## config.mk

```make
export PLATFORM = sky130hd
export DESIGN_NAME = match_ctrl
export DESIGN_NICKNAME = d
export VERILOG_FILES = /design/src/rtl/match_pkg.sv /design/src/rtl/btn_edge.sv /design/src/rtl/match_ctrl.sv
export SDC_FILE = /design/constraint.sdc
export NUM_CORES = 1
export LEC_CHECK = 0
export BUFFER_PORTS_ARGS = -buffer_cell sky130_fd_sc_hd__clkbuf_2
export CAP_MARGIN = 20
export CORE_UTILIZATION = 30
export CTS_CLUSTER_DIAMETER = 60
export DETAILED_ROUTE_END_ITERATION = 12
export PLACE_DENSITY = 0.51
export RECOVER_POWER = 25
export SLEW_MARGIN = 30
export SYNTH_ARGS = -nofsm -noshare
export SYNTH_HDL_FRONTEND = slang
export SYNTH_HIERARCHICAL = 1
export SYNTH_SLANG_ARGS = --single-unit
```

## constraint.sdc

```tcl
create_clock -name clk_i -period 2 [get_ports clk_i]
set_input_delay 0.4 -clock clk_i [delete_from_list [all_inputs] [get_ports clk_i]]
set_output_delay 0.4 -clock clk_i [all_outputs]
set_load 0.05 [all_outputs]
```

## src/rtl/match_pkg.sv

```systemverilog
// Shared types and constants for the tank-game round controller.
// Optional pause support is enabled with the MATCH_CTRL_PAUSE_EN macro.
package match_pkg;

  typedef enum logic [2:0] {
    MENU      = 3'd0,
    COUNTDOWN = 3'd1,
    PLAYING   = 3'd2,
    CONTINUE  = 3'd3,
    FINAL     = 3'd4,
    PAUSED    = 3'd5
  } match_state_e;

  localparam int SCORE_W = 6;
  localparam int MAP_W   = 2;

  localparam logic [1:0] WIN_NONE = 2'b00;
  localparam logic [1:0] WIN_P1   = 2'b01;
  localparam logic [1:0] WIN_P2   = 2'b10;

  localparam logic [SCORE_W-1:0] SCORE_MAX = '1;

  // Scores stop at the top of their range instead of wrapping to zero.
  function automatic logic [SCORE_W-1:0] sat_inc(input logic [SCORE_W-1:0] s);
    return (s == SCORE_MAX) ? s : s + SCORE_W'(1);
  endfunction

endpackage

```

## src/rtl/btn_edge.sv

```systemverilog
// Two-flop synchroniser followed by a rising-edge detector for one raw button.
// A held button yields a single one-cycle edge pulse.
module btn_edge (
  input  logic clk_i,
  input  logic reset_ni,
  input  logic btn_i,
  output logic edge_o
);

  logic sync1_q, sync1_d;
  logic sync2_q, sync2_d;
  logic prev_q,  prev_d;

  always_comb begin
    sync1_d = btn_i;
    sync2_d = sync1_q;
    prev_d  = sync2_q;
  end

  always_ff @(posedge clk_i or negedge reset_ni) begin
    if (!reset_ni) begin
      sync1_q <= 1'b0;
      sync2_q <= 1'b0;
      prev_q  <= 1'b0;
    end else begin
      sync1_q <= sync1_d;
      sync2_q <= sync2_d;
      prev_q  <= prev_d;
    end
  end

  assign edge_o = sync2_q & ~prev_q;

endmodule

```

## src/rtl/match_ctrl.sv

```systemverilog
// Game-phase sequencer: menu, countdown, playing, continue, final (plus paused
// when MATCH_CTRL_PAUSE_EN is defined). Owns map choice, scores and round reset.
module match_ctrl
  import match_pkg::*;
#(
  parameter int WIN_SCORE       = 5,
  parameter int STEP_FRAMES     = 60,
  parameter int CONTINUE_FRAMES = 120,
  parameter int MAP_COUNT       = 3
) (
  input  logic               clk_i,
  input  logic               reset_ni,
  input  logic               frame_tick_i,
  input  logic               space_i,
  input  logic               sel_up_i,
  input  logic               sel_down_i,
  input  logic               hit_p1_i,
  input  logic               hit_p2_i,
  output logic               is_menu_o,
  output logic               is_countdown_o,
  output logic               is_playing_o,
  output logic               is_continue_o,
  output logic               is_final_o,
  output logic               round_reset_o,
  output logic               freeze_o,
  output logic [MAP_W-1:0]   map_type_o,
  output logic [1:0]         countdown_o,
  output logic [SCORE_W-1:0] score_p1_o,
  output logic [SCORE_W-1:0] score_p2_o,
  output logic [1:0]         winner_o
);

  localparam int CD_FRAMES = 3 * STEP_FRAMES;
  localparam int CNT_MAX   = (CD_FRAMES > CONTINUE_FRAMES) ? CD_FRAMES : CONTINUE_FRAMES;
  localparam int CNT_W     = $clog2(CNT_MAX + 1);

  localparam logic [CNT_W-1:0]   CD_LAST   = CNT_W'(CD_FRAMES - 1);
  localparam logic [CNT_W-1:0]   STEP1     = CNT_W'(STEP_FRAMES);
  localparam logic [CNT_W-1:0]   STEP2     = CNT_W'(2 * STEP_FRAMES);
  localparam logic [CNT_W-1:0]   CONT_LAST = CNT_W'(CONTINUE_FRAMES - 1);
  localparam logic [MAP_W-1:0]   MAP_LAST  = MAP_W'(MAP_COUNT - 1);
  localparam logic [SCORE_W-1:0] WIN_VAL   = SCORE_W'(WIN_SCORE);

  logic space_edge, up_edge, down_edge;

  btn_edge u_space (.clk_i(clk_i), .reset_ni(reset_ni), .btn_i(space_i),    .edge_o(space_edge));
  btn_edge u_up    (.clk_i(clk_i), .reset_ni(reset_ni), .btn_i(sel_up_i),   .edge_o(up_edge));
  btn_edge u_down  (.clk_i(clk_i), .reset_ni(reset_ni), .btn_i(sel_down_i), .edge_o(down_edge));

  match_state_e       state_q, state_d;
  logic [CNT_W-1:0]   cnt_q, cnt_d;
  logic [MAP_W-1:0]   map_q, map_d;
  logic [SCORE_W-1:0] score_p1_q, score_p1_d;
  logic [SCORE_W-1:0] score_p2_q, score_p2_d;
  logic [1:0]         winner_q, winner_d;
  logic               round_reset_q, round_reset_d;
  logic               freeze_q, freeze_d;
  logic [1:0]         countdown_q, countdown_d;
  logic               is_menu_q, is_menu_d;
  logic               is_countdown_q, is_countdown_d;
  logic               is_playing_q, is_playing_d;
  logic               is_continue_q, is_continue_d;
  logic               is_final_q, is_final_d;
  logic [SCORE_W-1:0] p1_inc, p2_inc;

  always_comb begin
    state_d       = state_q;
    cnt_d         = cnt_q;
    map_d         = map_q;
    score_p1_d    = score_p1_q;
    score_p2_d    = score_p2_q;
    winner_d      = winner_q;
    round_reset_d = 1'b0;
    p1_inc        = sat_inc(score_p1_q);
    p2_inc        = sat_inc(score_p2_q);

    unique case (state_q)
      MENU: begin
        if (down_edge && !up_edge) begin
          map_d = (map_q == MAP_LAST) ? '0 : map_q + MAP_W'(1);
        end else if (up_edge && !down_edge) begin
          map_d = (map_q == '0) ? MAP_LAST : map_q - MAP_W'(1);
        end
        if (space_edge) begin
          score_p1_d    = '0;
          score_p2_d    = '0;
          winner_d      = WIN_NONE;
          round_reset_d = 1'b1;
          cnt_d         = '0;
          state_d       = COUNTDOWN;
        end
      end

      COUNTDOWN: begin
        if (frame_tick_i) begin
          if (cnt_q == CD_LAST) begin
            cnt_d   = '0;
            state_d = PLAYING;
          end else begin
            cnt_d = cnt_q + CNT_W'(1);
          end
        end
      end

      // A simultaneous hit on both tanks is a draw and scores nothing.
      PLAYING: begin
        if (hit_p1_i && hit_p2_i) begin
          cnt_d   = '0;
          state_d = CONTINUE;
        end else if (hit_p1_i) begin
          score_p2_d = p2_inc;
          cnt_d      = '0;
          if (p2_inc == WIN_VAL) begin
            winner_d = WIN_P2;
            state_d  = FINAL;
          end else begin
            state_d = CONTINUE;
          end
        end else if (hit_p2_i) begin
          score_p1_d = p1_inc;
          cnt_d      = '0;
          if (p1_inc == WIN_VAL) begin
            winner_d = WIN_P1;
            state_d  = FINAL;
          end else begin
            state_d = CONTINUE;
          end
        end
`ifdef MATCH_CTRL_PAUSE_EN
        else if (space_edge) begin
          state_d = PAUSED;
        end
`endif
      end

      CONTINUE: begin
        if (space_edge || (frame_tick_i && cnt_q == CONT_LAST)) begin
          cnt_d         = '0;
          round_reset_d = 1'b1;
          state_d       = COUNTDOWN;
        end else if (frame_tick_i) begin
          cnt_d = cnt_q + CNT_W'(1);
        end
      end

      FINAL: begin
        if (space_edge) begin
          state_d = MENU;
        end
      end

`ifdef MATCH_CTRL_PAUSE_EN
      PAUSED: begin
        if (space_edge) begin
          state_d = PLAYING;
        end
      end
`endif

      default: begin
        cnt_d   = '0;
        state_d = MENU;
      end
    endcase

    // Outputs are registered from the next-state view so they change with the state.
    is_menu_d      = (state_d == MENU);
    is_countdown_d = (state_d == COUNTDOWN);
    is_playing_d   = (state_d == PLAYING) || (state_d == PAUSED);
    is_continue_d  = (state_d == CONTINUE);
    is_final_d     = (state_d == FINAL);
`ifdef MATCH_CTRL_PAUSE_EN
    freeze_d       = (state_d == PAUSED);
`else
    freeze_d       = 1'b0;
`endif

    countdown_d = 2'd0;
    if (state_d == COUNTDOWN) begin
      if (cnt_d < STEP1) begin
        countdown_d = 2'd3;
      end else if (cnt_d < STEP2) begin
        countdown_d = 2'd2;
      end else begin
        countdown_d = 2'd1;
      end
    end
  end

  always_ff @(posedge clk_i or negedge reset_ni) begin
    if (!reset_ni) begin
      state_q        <= MENU;
      cnt_q          <= '0;
      map_q          <= '0;
      score_p1_q     <= '0;
      score_p2_q     <= '0;
      winner_q       <= WIN_NONE;
      round_reset_q  <= 1'b0;
      freeze_q       <= 1'b0;
      countdown_q    <= 2'd0;
      is_menu_q      <= 1'b1;
      is_countdown_q <= 1'b0;
      is_playing_q   <= 1'b0;
      is_continue_q  <= 1'b0;
      is_final_q     <= 1'b0;
    end else begin
      state_q        <= state_d;
      cnt_q          <= cnt_d;
      map_q          <= map_d;
      score_p1_q     <= score_p1_d;
      score_p2_q     <= score_p2_d;
      winner_q       <= winner_d;
      round_reset_q  <= round_reset_d;
      freeze_q       <= freeze_d;
      countdown_q    <= countdown_d;
      is_menu_q      <= is_menu_d;
      is_countdown_q <= is_countdown_d;
      is_playing_q   <= is_playing_d;
      is_continue_q  <= is_continue_d;
      is_final_q     <= is_final_d;
    end
  end

  assign is_menu_o      = is_menu_q;
  assign is_countdown_o = is_countdown_q;
  assign is_playing_o   = is_playing_q;
  assign is_continue_o  = is_continue_q;
  assign is_final_o     = is_final_q;
  assign round_reset_o  = round_reset_q;
  assign freeze_o       = freeze_q;
  assign map_type_o     = map_q;
  assign countdown_o    = countdown_q;
  assign score_p1_o     = score_p1_q;
  assign score_p2_o     = score_p2_q;
  assign winner_o       = winner_q;

endmodule

```

==> qor.yml <==
max_cap_violations: 0
setup_viol: 2
syn_area_per_cell_um2: 9.472
worst_pin_slew_ns: 1.003
clock-skew-final_ns: 0.01509
critical_path_peak_fanout: 7
n_fill_cell: 740
grt-ovfl-total: 0
max_freq_mhz: 459.3
place_area_um2: 3149
drt_wl_total_um: 5690
yosysTopAreaCell: "dfrtp_1"
ff2ff_setup_slack_ns: -0.18
hpwl_um: 4238
yosys-top-cells-area: "dfrtp_1 44%, nor2_1 5.6%, ha_1 4.6%"
io_pins: 33
post-place-ws_ns: -0.2163
grt_max_degree: 28
peakVddDrop_v: 0.0005435
layout.nets: 367
ys.flop_type: "dfrtp_1"
ys_seq_area_share_pct: 45.46
avgRoutedWirePerCell_um: 12.56
final-max-slew-violation-count: 0
cp.required_ns: 2.20
numCtsBuffers: 5
rsz0062_at_grt: "yes"
power_density_nw_per_um2: 1017
status: "finished with violations"
die_x_um: 91.91
routed-via-count: 2171
clock_path_buffers: 2
async_flop_share_pct: 100.0
post-synth-top-count-cell: "dfrtp_1"
slew_headroom_pct: 33.13
finalCritPeriodShare_pct: 108.9
cts_root_buf: "clkbuf_8"
cellLeakagePower_nw: 1.617
synth_cells: 256
drc: 0
grt_pass1_wl_um: 9632
cp-end-kind: "register"
fp.dieH_um: 91.91
crit_arrival_ns: 2.38
synth.distinct_cells: 56
ant_nets: 0
syn-cell-area_um2: 2425
grt_pass1_vias: 2083
track_usage_pct: 14.40
drive_gt1_share_pct: 39.60
row_count: 32
failed_checks: "setup timing"
crit_path_start: "cnt_q[0]"
setup_ws_ns: -0.1771
core-area_um2: 7767
synth_top_area_share_pct: 44.38
clock_sinks: 44
clk_latency_ns: 0.31
worstHoldPathType: "in2reg"
cts_tree: "done"
initial_utilization_pct: 31.22
synth-edff-count: 0
hold_slack_ns: 0.1932
first_pass_iters: 5
first_iter_violations: 97
worstReg2RegStart: "cnt_q[0]"
ys_warn_count: 6
synth_seq_cells: 44
area_delta_synth_final_pct: 40.92
io_buffers: 31
hold_start: "sel_up_i"
dieArea_um2: 8447
h-tree-depth: 2
via_per_inst: 4.792
gp_congestion: 0.7664
antenna_found_initial: 0
diodes: 0
synth_common_cells: "43 x dfrtp_1, 36 x nor2_1, 22 x a21oi_1, 21 x inv_1, 19 x nand2_1"
report.final.hold_viol_count: 0
min_period_ns: 2.177
path_clk_slew_ns: 0.09
syn_nets: 273
final_area_um2: 3417
final_util_pct: 43.99
crit_type: "reg2reg"
critPathLaunchType: "register"
## final cells by class
cell class	count	area (um^2)	area share (%)
Sequential cell	44	1112	32.55
Tap cell	102	127.6	3.735
Multi-Input combinational cell	183	1326	38.81
Inverter	21	78.83	2.307
Clock buffer	6	82.58	2.417
Timing Repair Buffer	95	650.6	19.04
Clock inverter	2	38.79	1.135
## cells in the final DEF, fill, tap and decap left out, types with 4 or more instances in the layout
cell type and instances:
ha_1 6, buf_4 62, o21ai_0 9, clkbuf_2 30
dfrtp_1 35, nand3_1 6, mux2i_1 5, nor2_1 35
nand2_1 19, a211o_1 4, dfrtp_2 8, nor3_1 5
a21oi_1 20, clkbuf_8 6, and3_1 4, a31oi_1 5
inv_1 21
## worst max-delay path: stages (launching register included)
cell       delay [ns]
dfrtp_1          0.40
ha_4             0.16
nand4b_4         0.14
o41ai_4          0.24
buf_6            0.18
a2111oi_4        0.07
a211o_1          0.30
and4bb_2         0.27
mux2i_1          0.12
o211a_1          0.21
## power by group
part           internal, W  leakage [nW]  total, W  switching [W]
Combinational     0.000643          1.02   0.00153       0.000886
Sequential         0.00107         0.534   0.00122       0.000153
Clock             0.000409        0.0614  0.000723       0.000315
## state kept, by name (all words and copies together), names as in the netlist, 2 cells and up
register,flops
cnt_q,8
score_p1_o,6
score_p2_o,6
state_q,3
countdown_o,2
map_type_o,2
winner_o,2
## layer usage
| metal | global-route usage [%] | up-vias | routed length (um) |
|---|---|---|---|
| li1 | - | 1096 | - |
| met1 | 19.48 | 1022 | 2749 |
| met2 | 23.51 | 45 | 2675 |
| met3 | 2.488 | 8 | 191 |
| met4 | 4.297 | 0 | 73 |
| met5 | 0 | - | 0 |
## final timing paths
path,to,depth (start not counted)
max,countdown_o[0],9
min reg2reg,u_up/prev_d,0
min,u_up/sync1_q,1
max reg2reg,countdown_o[0],9
max in group asynchronous,score_p1_o[2],2
min in group asynchronous,state_q[0],1
## kinds of logic (layout without fill, tap and decap cells)
family | Yosys count | count (layout) | synth area share (%)
buffers and inverters | 29 | 124 | 4.851
adder cells (fa/ha/maj) | 9 | 9 | 4.644
flip-flops | 44 | 44 | 45.46
multiplexers | 6 | 6 | 2.528
other | 1 | 1 | 0.1547
AND/OR/NAND/NOR | 97 | 97 | 21.67
AO/OA/AOI/OAI | 65 | 65 | 18.89
XOR/XNOR | 5 | 5 | 1.806
## stage by stage
step / instances / TNS, ns / total power (W)
5_1_grt: 453 / -0.5987 / 0.003697
4_1_cts: 448 / -0.2492 / 0.003481
6_report: 453 / -0.2787 / 0.003475
2_1_floorplan: 256 / -0.2839 / 0.002158
3_3_place_gp: 435 / -0.3053 / 0.002698
3_5_place_dp: 435 / -0.3606 / 0.002714
## repair_timing
item	in CTS	in global routing
endpoints found under the setup margin	2	12
pin swaps	7	2
hold buffers	0	0
setup buffers	5	5
gates resized for setup	6	9
(Power assumes the default switching activity.)
